`src/rtl/ps2_pkg.sv`:
```
// Shared PS/2 keyboard receiver definitions: prefix bytes, frame states, key-code layout.
// Default key table: W,S,A,D,Space,I,K,J,L,Enter,N,Y (all non-extended), entry 0 in the LSBs.
// Optional build macro used by ps2_keymap_rx: PS2_KEYMAP_EXT_KEYS_EN.
package ps2_pkg;

  localparam logic [7:0] PS2_BRK = 8'hF0;
  localparam logic [7:0] PS2_EXT = 8'hE0;

  // One table entry is {ext, code}.
  localparam int KEYCODE_W = 9;

  typedef enum logic [1:0] {
    IDLE   = 2'd0,
    DATA   = 2'd1,
    PARITY = 2'd2,
    STOP   = 2'd3
  } frame_state_t;

  // Set-2 make codes for the default two-player layout.
  localparam logic [KEYCODE_W-1:0] KEY_W     = 9'h01D;
  localparam logic [KEYCODE_W-1:0] KEY_S     = 9'h01B;
  localparam logic [KEYCODE_W-1:0] KEY_A     = 9'h01C;
  localparam logic [KEYCODE_W-1:0] KEY_D     = 9'h023;
  localparam logic [KEYCODE_W-1:0] KEY_SPACE = 9'h029;
  localparam logic [KEYCODE_W-1:0] KEY_I     = 9'h043;
  localparam logic [KEYCODE_W-1:0] KEY_K     = 9'h042;
  localparam logic [KEYCODE_W-1:0] KEY_J     = 9'h03B;
  localparam logic [KEYCODE_W-1:0] KEY_L     = 9'h04B;
  localparam logic [KEYCODE_W-1:0] KEY_ENTER = 9'h05A;
  localparam logic [KEYCODE_W-1:0] KEY_N     = 9'h031;
  localparam logic [KEYCODE_W-1:0] KEY_Y     = 9'h035;

  // Entry i occupies bits [9i+8:9i]; the concatenation lists entry 11 first.
  localparam logic [12*KEYCODE_W-1:0] KEY_CODES_DEFAULT = {
    KEY_Y, KEY_N, KEY_ENTER, KEY_L, KEY_J, KEY_K,
    KEY_I, KEY_SPACE, KEY_D, KEY_A, KEY_S, KEY_W
  };

  // True when the eight data bits plus the parity bit hold an odd number of ones.
  function automatic logic odd_parity_ok(input logic [7:0] data, input logic par);
    return ^{data, par};
  endfunction

endpackage

```
`src/rtl/ps2_line_filter.sv`:
```
// Synchronises one raw PS/2 line into clk, debounces it and strobes on its falling edge.
// Latency: 2 sync flops plus FILT_LEN samples before the filtered level (and the strobe) changes.
// No backpressure: the strobe is a single-cycle pulse coincident with the filtered 1->0 change.
module ps2_line_filter #(
  parameter int FILT_LEN = 8
) (
  input  logic clk,
  input  logic rst,
  input  logic raw,
  output logic filt,
  output logic fall
);

  logic [1:0] sync;
  logic [7:0] run_cnt;

  // Two-flop synchroniser, preset to the idle-high line level.
  always_ff @(posedge clk) begin
    if (rst) begin
      sync <= 2'b11;
    end else begin
      sync <= {sync[0], raw};
    end
  end

  // Count consecutive samples that disagree with the filtered level; flip once FILT_LEN agree.
  always_ff @(posedge clk) begin
    if (rst) begin
      filt    <= 1'b1;
      run_cnt <= '0;
      fall    <= 1'b0;
    end else begin
      fall <= 1'b0;
      if (sync[1] != filt) begin
        if (run_cnt == 8'(FILT_LEN - 1)) begin
          filt    <= sync[1];
          run_cnt <= '0;
          // Disagreeing while filt is 1 means the line is settling low.
          fall    <= filt;
        end else begin
          run_cnt <= run_cnt + 8'd1;
        end
      end else begin
        run_cnt <= '0;
      end
    end
  end

endmodule

```
`src/rtl/ps2_keymap_rx.sv`:
```
// PS/2 keyboard receiver: frames bytes, handles F0/E0 prefixes, maps to held/press/release per key.
// Latency: outputs update 1 clk after the filtered stop-bit falling edge (plus line filter delay).
// No backpressure: all event outputs are single-cycle pulses; build macro PS2_KEYMAP_EXT_KEYS_EN.
module ps2_keymap_rx
  import ps2_pkg::*;
#(
  parameter int                            NUM_KEYS   = 12,
  parameter logic [NUM_KEYS*KEYCODE_W-1:0] KEY_CODES  = KEY_CODES_DEFAULT,
  parameter int                            CLK_HZ     = 100_000_000,
  parameter int                            TIMEOUT_US = 2000,
  parameter int                            FILT_LEN   = 8
) (
  input  logic                clk,
  input  logic                rst,
  input  logic                kclk,
  input  logic                kdata,
  output logic [NUM_KEYS-1:0] key_held,
  output logic [NUM_KEYS-1:0] key_press,
  output logic [NUM_KEYS-1:0] key_release,
  output logic                scan_valid,
  output logic [7:0]          scan_code,
  output logic                frame_err
);

  localparam int TIMEOUT_CYC = CLK_HZ / 1_000_000 * TIMEOUT_US;
  localparam int TO_W        = $clog2(TIMEOUT_CYC + 1);

  // Filtered lines.
  logic kclk_f;
  logic kclk_fall;
  logic kdata_f;
  logic kdata_fall_unused;

  // Frame assembly.
  frame_state_t    state;
  frame_state_t    state_nxt;
  logic [7:0]      shreg;
  logic [2:0]      bit_cnt;
  logic            par_bit;
  logic [TO_W-1:0] to_cnt;

  // Per-cycle frame verdicts.
  logic to_hit;
  logic byte_good;
  logic stop_err;

  // Prefix tracking and key matching.
  logic                brk;
  logic                ext;
  logic                key_skip;
  logic [NUM_KEYS-1:0] key_hit;

  ps2_line_filter #(
    .FILT_LEN (FILT_LEN)
  ) u_clk_filt (
    .clk  (clk),
    .rst  (rst),
    .raw  (kclk),
    .filt (kclk_f),
    .fall (kclk_fall)
  );

  // The data line is only sampled at clock edges, so its own edge strobe is not needed.
  ps2_line_filter #(
    .FILT_LEN (FILT_LEN)
  ) u_data_filt (
    .clk  (clk),
    .rst  (rst),
    .raw  (kdata),
    .filt (kdata_f),
    .fall (kdata_fall_unused)
  );

  // A stalled frame is abandoned once the gap between clock edges reaches the limit.
  assign to_hit = (state != IDLE) && !kclk_fall && (to_cnt == TO_W'(TIMEOUT_CYC - 1));

  // Frame state register.
  always_ff @(posedge clk) begin
    if (rst) begin
      state <= IDLE;
    end else begin
      state <= state_nxt;
    end
  end

  // Next frame state: advance only on a filtered clock falling edge, or bail out on timeout.
  always_comb begin
    state_nxt = state;
    if (to_hit) begin
      state_nxt = IDLE;
    end else if (kclk_fall) begin
      case (state)
        IDLE:    if (!kdata_f) state_nxt = DATA;
        DATA:    if (bit_cnt == 3'd7) state_nxt = PARITY;
        PARITY:  state_nxt = STOP;
        STOP:    state_nxt = IDLE;
        default: state_nxt = IDLE;
      endcase
    end
  end

  // Frame verdict at the stop bit: good byte or stop/parity error.
  always_comb begin
    byte_good = 1'b0;
    stop_err  = 1'b0;
    if (kclk_fall && (state == STOP)) begin
      if (kdata_f && odd_parity_ok(shreg, par_bit)) begin
        byte_good = 1'b1;
      end else begin
        stop_err = 1'b1;
      end
    end
  end

  // Data shift register (LSB first), bit counter and parity capture.
  always_ff @(posedge clk) begin
    if (rst) begin
      shreg   <= '0;
      bit_cnt <= '0;
      par_bit <= 1'b0;
    end else if (kclk_fall) begin
      case (state)
        IDLE:   bit_cnt <= '0;
        DATA: begin
          shreg   <= {kdata_f, shreg[7:1]};
          bit_cnt <= bit_cnt + 3'd1;
        end
        PARITY: par_bit <= kdata_f;
        default: ;
      endcase
    end
  end

  // Inter-edge gap counter; idle time never counts towards a timeout.
  always_ff @(posedge clk) begin
    if (rst) begin
      to_cnt <= '0;
    end else if ((state == IDLE) || kclk_fall || to_hit) begin
      to_cnt <= '0;
    end else begin
      to_cnt <= to_cnt + TO_W'(1);
    end
  end

`ifdef PS2_KEYMAP_EXT_KEYS_EN
  // Extended keys are distinct table entries, so the E0 flag takes part in the match.
  assign key_skip = 1'b0;

  // Match the received byte (with its extended flag) against every table entry.
  always_comb begin
    key_hit = '0;
    for (int i = 0; i < NUM_KEYS; i++) begin
      key_hit[i] = (KEY_CODES[i*KEYCODE_W +: KEYCODE_W] == {ext, shreg});
    end
  end
`else
  // Without extended support an E0 sequence is swallowed whole rather than aliasing a plain key.
  assign key_skip = ext;

  // Match the received byte against the code field of every entry; the ext bit is ignored.
  always_comb begin
    key_hit = '0;
    for (int i = 0; i < NUM_KEYS; i++) begin
      key_hit[i] = (KEY_CODES[i*KEYCODE_W +: 8] == shreg);
    end
  end
`endif

  // Byte decode: prefix flags, key levels and edge-qualified press/release pulses.
  always_ff @(posedge clk) begin
    if (rst) begin
      scan_valid  <= 1'b0;
      scan_code   <= '0;
      frame_err   <= 1'b0;
      brk         <= 1'b0;
      ext         <= 1'b0;
      key_held    <= '0;
      key_press   <= '0;
      key_release <= '0;
    end else begin
      scan_valid  <= byte_good;
      frame_err   <= stop_err | to_hit;
      key_press   <= '0;
      key_release <= '0;
      if (stop_err || to_hit) begin
        // A broken frame may have been the second half of a sequence; forget the prefixes.
        brk <= 1'b0;
        ext <= 1'b0;
      end else if (byte_good) begin
        scan_code <= shreg;
        if (shreg == PS2_BRK) begin
          brk <= 1'b1;
        end else if (shreg == PS2_EXT) begin
          ext <= 1'b1;
        end else begin
          brk <= 1'b0;
          ext <= 1'b0;
          if (!key_skip) begin
            for (int i = 0; i < NUM_KEYS; i++) begin
              if (key_hit[i]) begin
                if (brk) begin
                  key_held[i]    <= 1'b0;
                  key_release[i] <= key_held[i];
                end else begin
                  // Typematic repeats of a held key raise no further press pulse.
                  key_held[i]  <= 1'b1;
                  key_press[i] <= ~key_held[i];
                end
              end
            end
          end
        end
      end
    end
  end

endmodule

```
`config.mk`:
```
export PLATFORM = sky130hd
export DESIGN_NAME = ps2_keymap_rx
export DESIGN_NICKNAME = d
export VERILOG_FILES = /design/src/rtl/ps2_pkg.sv /design/src/rtl/ps2_line_filter.sv /design/src/rtl/ps2_keymap_rx.sv
export SDC_FILE = /design/constraint.sdc
export NUM_CORES = 1
export LEC_CHECK = 0
export BUFFER_PORTS_ARGS = -buffer_cell sky130_fd_sc_hd__buf_4
export CAP_MARGIN = 0
export CELL_PAD_IN_SITES_DETAIL_PLACEMENT = 0
export CELL_PAD_IN_SITES_GLOBAL_PLACEMENT = 2
export CORE_MARGIN = 2
export CORE_UTILIZATION = 36
export DETAILED_ROUTE_END_ITERATION = 12
export HOLD_SLACK_MARGIN = 0.03
export PLACE_DENSITY = 0.79
export SLEW_MARGIN = 40
export SYNTH_ARGS = -nofsm -noshare
export SYNTH_HDL_FRONTEND = slang
export SYNTH_SLANG_ARGS = --single-unit
```
`constraint.sdc`:
```
create_clock -name clk -period 2.8 [get_ports clk]
set_input_delay 0.28 -clock clk [delete_from_list [all_inputs] [get_ports clk]]
set_output_delay 0.28 -clock clk [all_outputs]
set_load 0.05 [all_outputs]
```
==> metrics.cfg <==
[run_status]
status = complete, no violations

[finish]
diodes = 0
fin_nets = 506
syn2layout_area_growth_pct = 18.30
layoutNonFillerInstCount = 641
drive_gt1_frac = 0.1707
fin_area_um2 = 5030
fin_util = 0.4386

[floorplanning]
start_util = 0.3708
rows = 39
core_um2 = 11470
die_width_um = 112.7
ioPinCount = 50
die_y_um = 112.7
die_area_um2 = 12700

[synth]
seq_area_frac_synth = 0.4850
synth-seq-cells = 103
yosysWarnings = 0
synthFlopType = dfxtp_1
synth.net_count = 465
synth_area_per_cell_um2 = 9.406
yosysTopAreaCell = dfxtp_1
synth.area.top_cells = dfxtp_1 (48%), nor2_1 (6.0%), mux2i_1 (4.9%), xor2_1 (3.9%), nand3_1 (3.6%)
netlist-cell-type-count = 46
synth_area_um2 = 4252
synth-edff-count = 0
netlist_instances = 452
synth_top_area_frac = 0.4850
async_reset_ff_frac = 0

[routing]
ant_nets = 0
dr_total_vias = 3118
drt-total-wl_mm = 8.631
drc = 0
drtPass1Iterations = 4
drt_iter0_drc = 137
avgRoutedWirePerCell_um = 13.46
viasPerCell = 4.864

[sta]
hold_ws_ps = 124.2
min_period_over_period = 0.8517
fmax_mhz = 419.3
hold_violations = 0
timing.final.ws_setup_ps = 415.2
rsz0062_at_grt = no
fin_skew_ps = 4.633
relSlewSlack = 0.5318
slew_viol_final = 0
finalSetupTns_ps = 0
period_minus_slack_ps = 2385
tightest_slew_ps = 696.6
setup_viol = 0

[critical_path]
r2r_start = shreg[5]
crit_required_ps = 3080
end_kind = register
arrival_ps = 2670
startpoint_type = register
startpoint = shreg[5]
worst-path-max-fanout = 15
r2r_slack_ps = 420
timing.rr.end = key_release[1]
r2r_cells = 5
worstSetupPathType = reg -> reg

[grt]
grtUsageTotal = 0.1426
antenna_found_initial = 0
grt-ovfl-total = 0
grt_max_degree = 49
grt_pass1_vias = 2919
grt_pass1_wl_mm = 14.43

[pwr]
p_switching_mw = 0.5451
switching_share = 0.1993
leakage_nw = 2.054
total_power_mw = 2.735
power.internal_mw = 2.190
combPwrFrac = 0.010
p_clk_frac = 0.453
powerDensity_nw_per_um2 = 543.8
ir_drop_uv = 472.0
pwr-share-seq = 0.537

[clocking]
cts_resized = 0
cts_num_sinks = 103
path_clk_slew_ps = 70
cts_buffers = 9
cts-hold-fix-buffers = 0
clock-root-buffer = clkbuf_16
cts_tree = done
clock_latency_ps = 340
htreeDepth = 3
clock_path_buffers = 2
postCtsSetupRepairBufs = 0

[placed_design]
gp_congestion = 0.7559
numPlacedInstances = 625
postPlaceCellArea_um2 = 4731
dp_hpwl_mm = 6.041
portBuffers = 49
post-place-ws_ps = 411.3

[job]
cap_violations = 0

[worst_hold_path]
hold_path_depth = 2
hold_path_class = in -> reg
holdPathEnd = u_clk_filt.sync[0]
hp-start = kclk

layout make-up:
| class | count | area [µm²] |
|---|---|---|
| flip-flops and latches | 103 | 2062 |
| clock buffers | 10 | 239.0 |
| inverters | 6 | 22.52 |
| well taps | 143 | 178.9 |
| fillers | 1141 | 6437 |
| clock inverters | 6 | 60.06 |
| multi-input cells | 319 | 2062 |
| repair buffers | 54 | 405.4 |
cell families after synthesis:
group / after synthesis / synth area share
adders and majority gates: 9 / 0.02649
xor gates and xnor gates: 37 / 0.09094
AOI/OAI and AO/OA: 21 / 0.03001
DFF: 103 / 0.4850
muxes: 22 / 0.05474
and+or+nand+nor: 230 / 0.2828
buffers and inverters: 30 / 0.03002
worst max-delay path, stage by stage, from the launching register on:
cell and delay, ps:
dfxtp_1 650, xnor2_1 200, xnor3_2 440, xnor2_4 270
and4b_1 500, and4b_1 260
registers in the layout (all words and copies together), names as in the netlist, 2 cells and up:
signal	flops
scan_code	8
state	2
u_clk_filt.sync	2
key_press	12
u_clk_filt.run_cnt	8
bit_cnt	3
shreg	8
u_data_filt.sync	2
to_cnt	18
u_data_filt.run_cnt	8
key_release	12
key_held	12
power by group through the flow:
stage / clock [mW] / sequential (mW) / combinational [mW]
after global placement: 0 / 1.50 / 0.0282
after CTS: 1.29 / 1.47 / 0.0290
after detailed placement: 0 / 1.50 / 0.0291
after global routing: 1.35 / 1.47 / 0.0310
after floorplan: 0 / 1.50 / 0.0206
final: 1.24 / 1.47 / 0.0277
how the worst max path moves through the flow:
stage | to | slack [ps]
2_1_floorplan | to_cnt[10] | 880
3_3_place_gp | key_release[1] | 500
3_5_place_dp | key_release[1] | 410
4_1_cts | key_release[1] | 390
5_1_grt | key_press[1] | 220
6_report | key_release[1] | 420
layer usage:
layer / wire (µm) / GRT usage / vias to the layer above
met3: 478 / 0.05238 / 5
met5: 0 / 0 / -
li1: - / - / 1618
met2: 3932 / 0.2283 / 63
met4: 85 / 0.04309 / 0
met1: 4134 / 0.1801 / 1432
synthesized netlist by cell type, drive strengths merged, types with 4 or more instances:
| cell | instances |
|---|---|
| nor4 | 10 |
| mux2i | 22 |
| nor3 | 9 |
| nand3 | 32 |
| nand2 | 35 |
| nor2 | 68 |
| and3 | 18 |
| buf | 8 |
| nand2b | 16 |
| clkbuf | 16 |
| xor2 | 19 |
| nor3b | 10 |
| or4 | 4 |
| or2 | 8 |
| dfxtp | 103 |
| a21oi | 11 |
| xnor2 | 15 |
| ha | 9 |
| inv | 6 |
layout by cell type, fill, tap and decap left out, types with 3 or more instances in the layout:
| master | instances |
|---|---|
| dfxtp_1 | 103 |
| nor2_1 | 68 |
| buf_4 | 54 |
| nand2_1 | 35 |
| nand3_1 | 31 |
| mux2i_1 | 21 |
| xor2_1 | 19 |
| and3_1 | 18 |
| nand2b_1 | 16 |
| xnor2_1 | 14 |
| a21oi_1 | 11 |
| nor3b_1 | 10 |
| nor3_1 | 9 |
| ha_1 | 9 |
| clkbuf_16 | 9 |
| nor4_1 | 8 |
| or2_2 | 7 |
| inv_1 | 6 |
| or4_1 | 4 |
| nor2b_1 | 3 |
| nand4_1 | 3 |
| nand4b_1 | 3 |
| clkinv_2 | 3 |
Note: power is estimated with default switching activity, not from simulation.
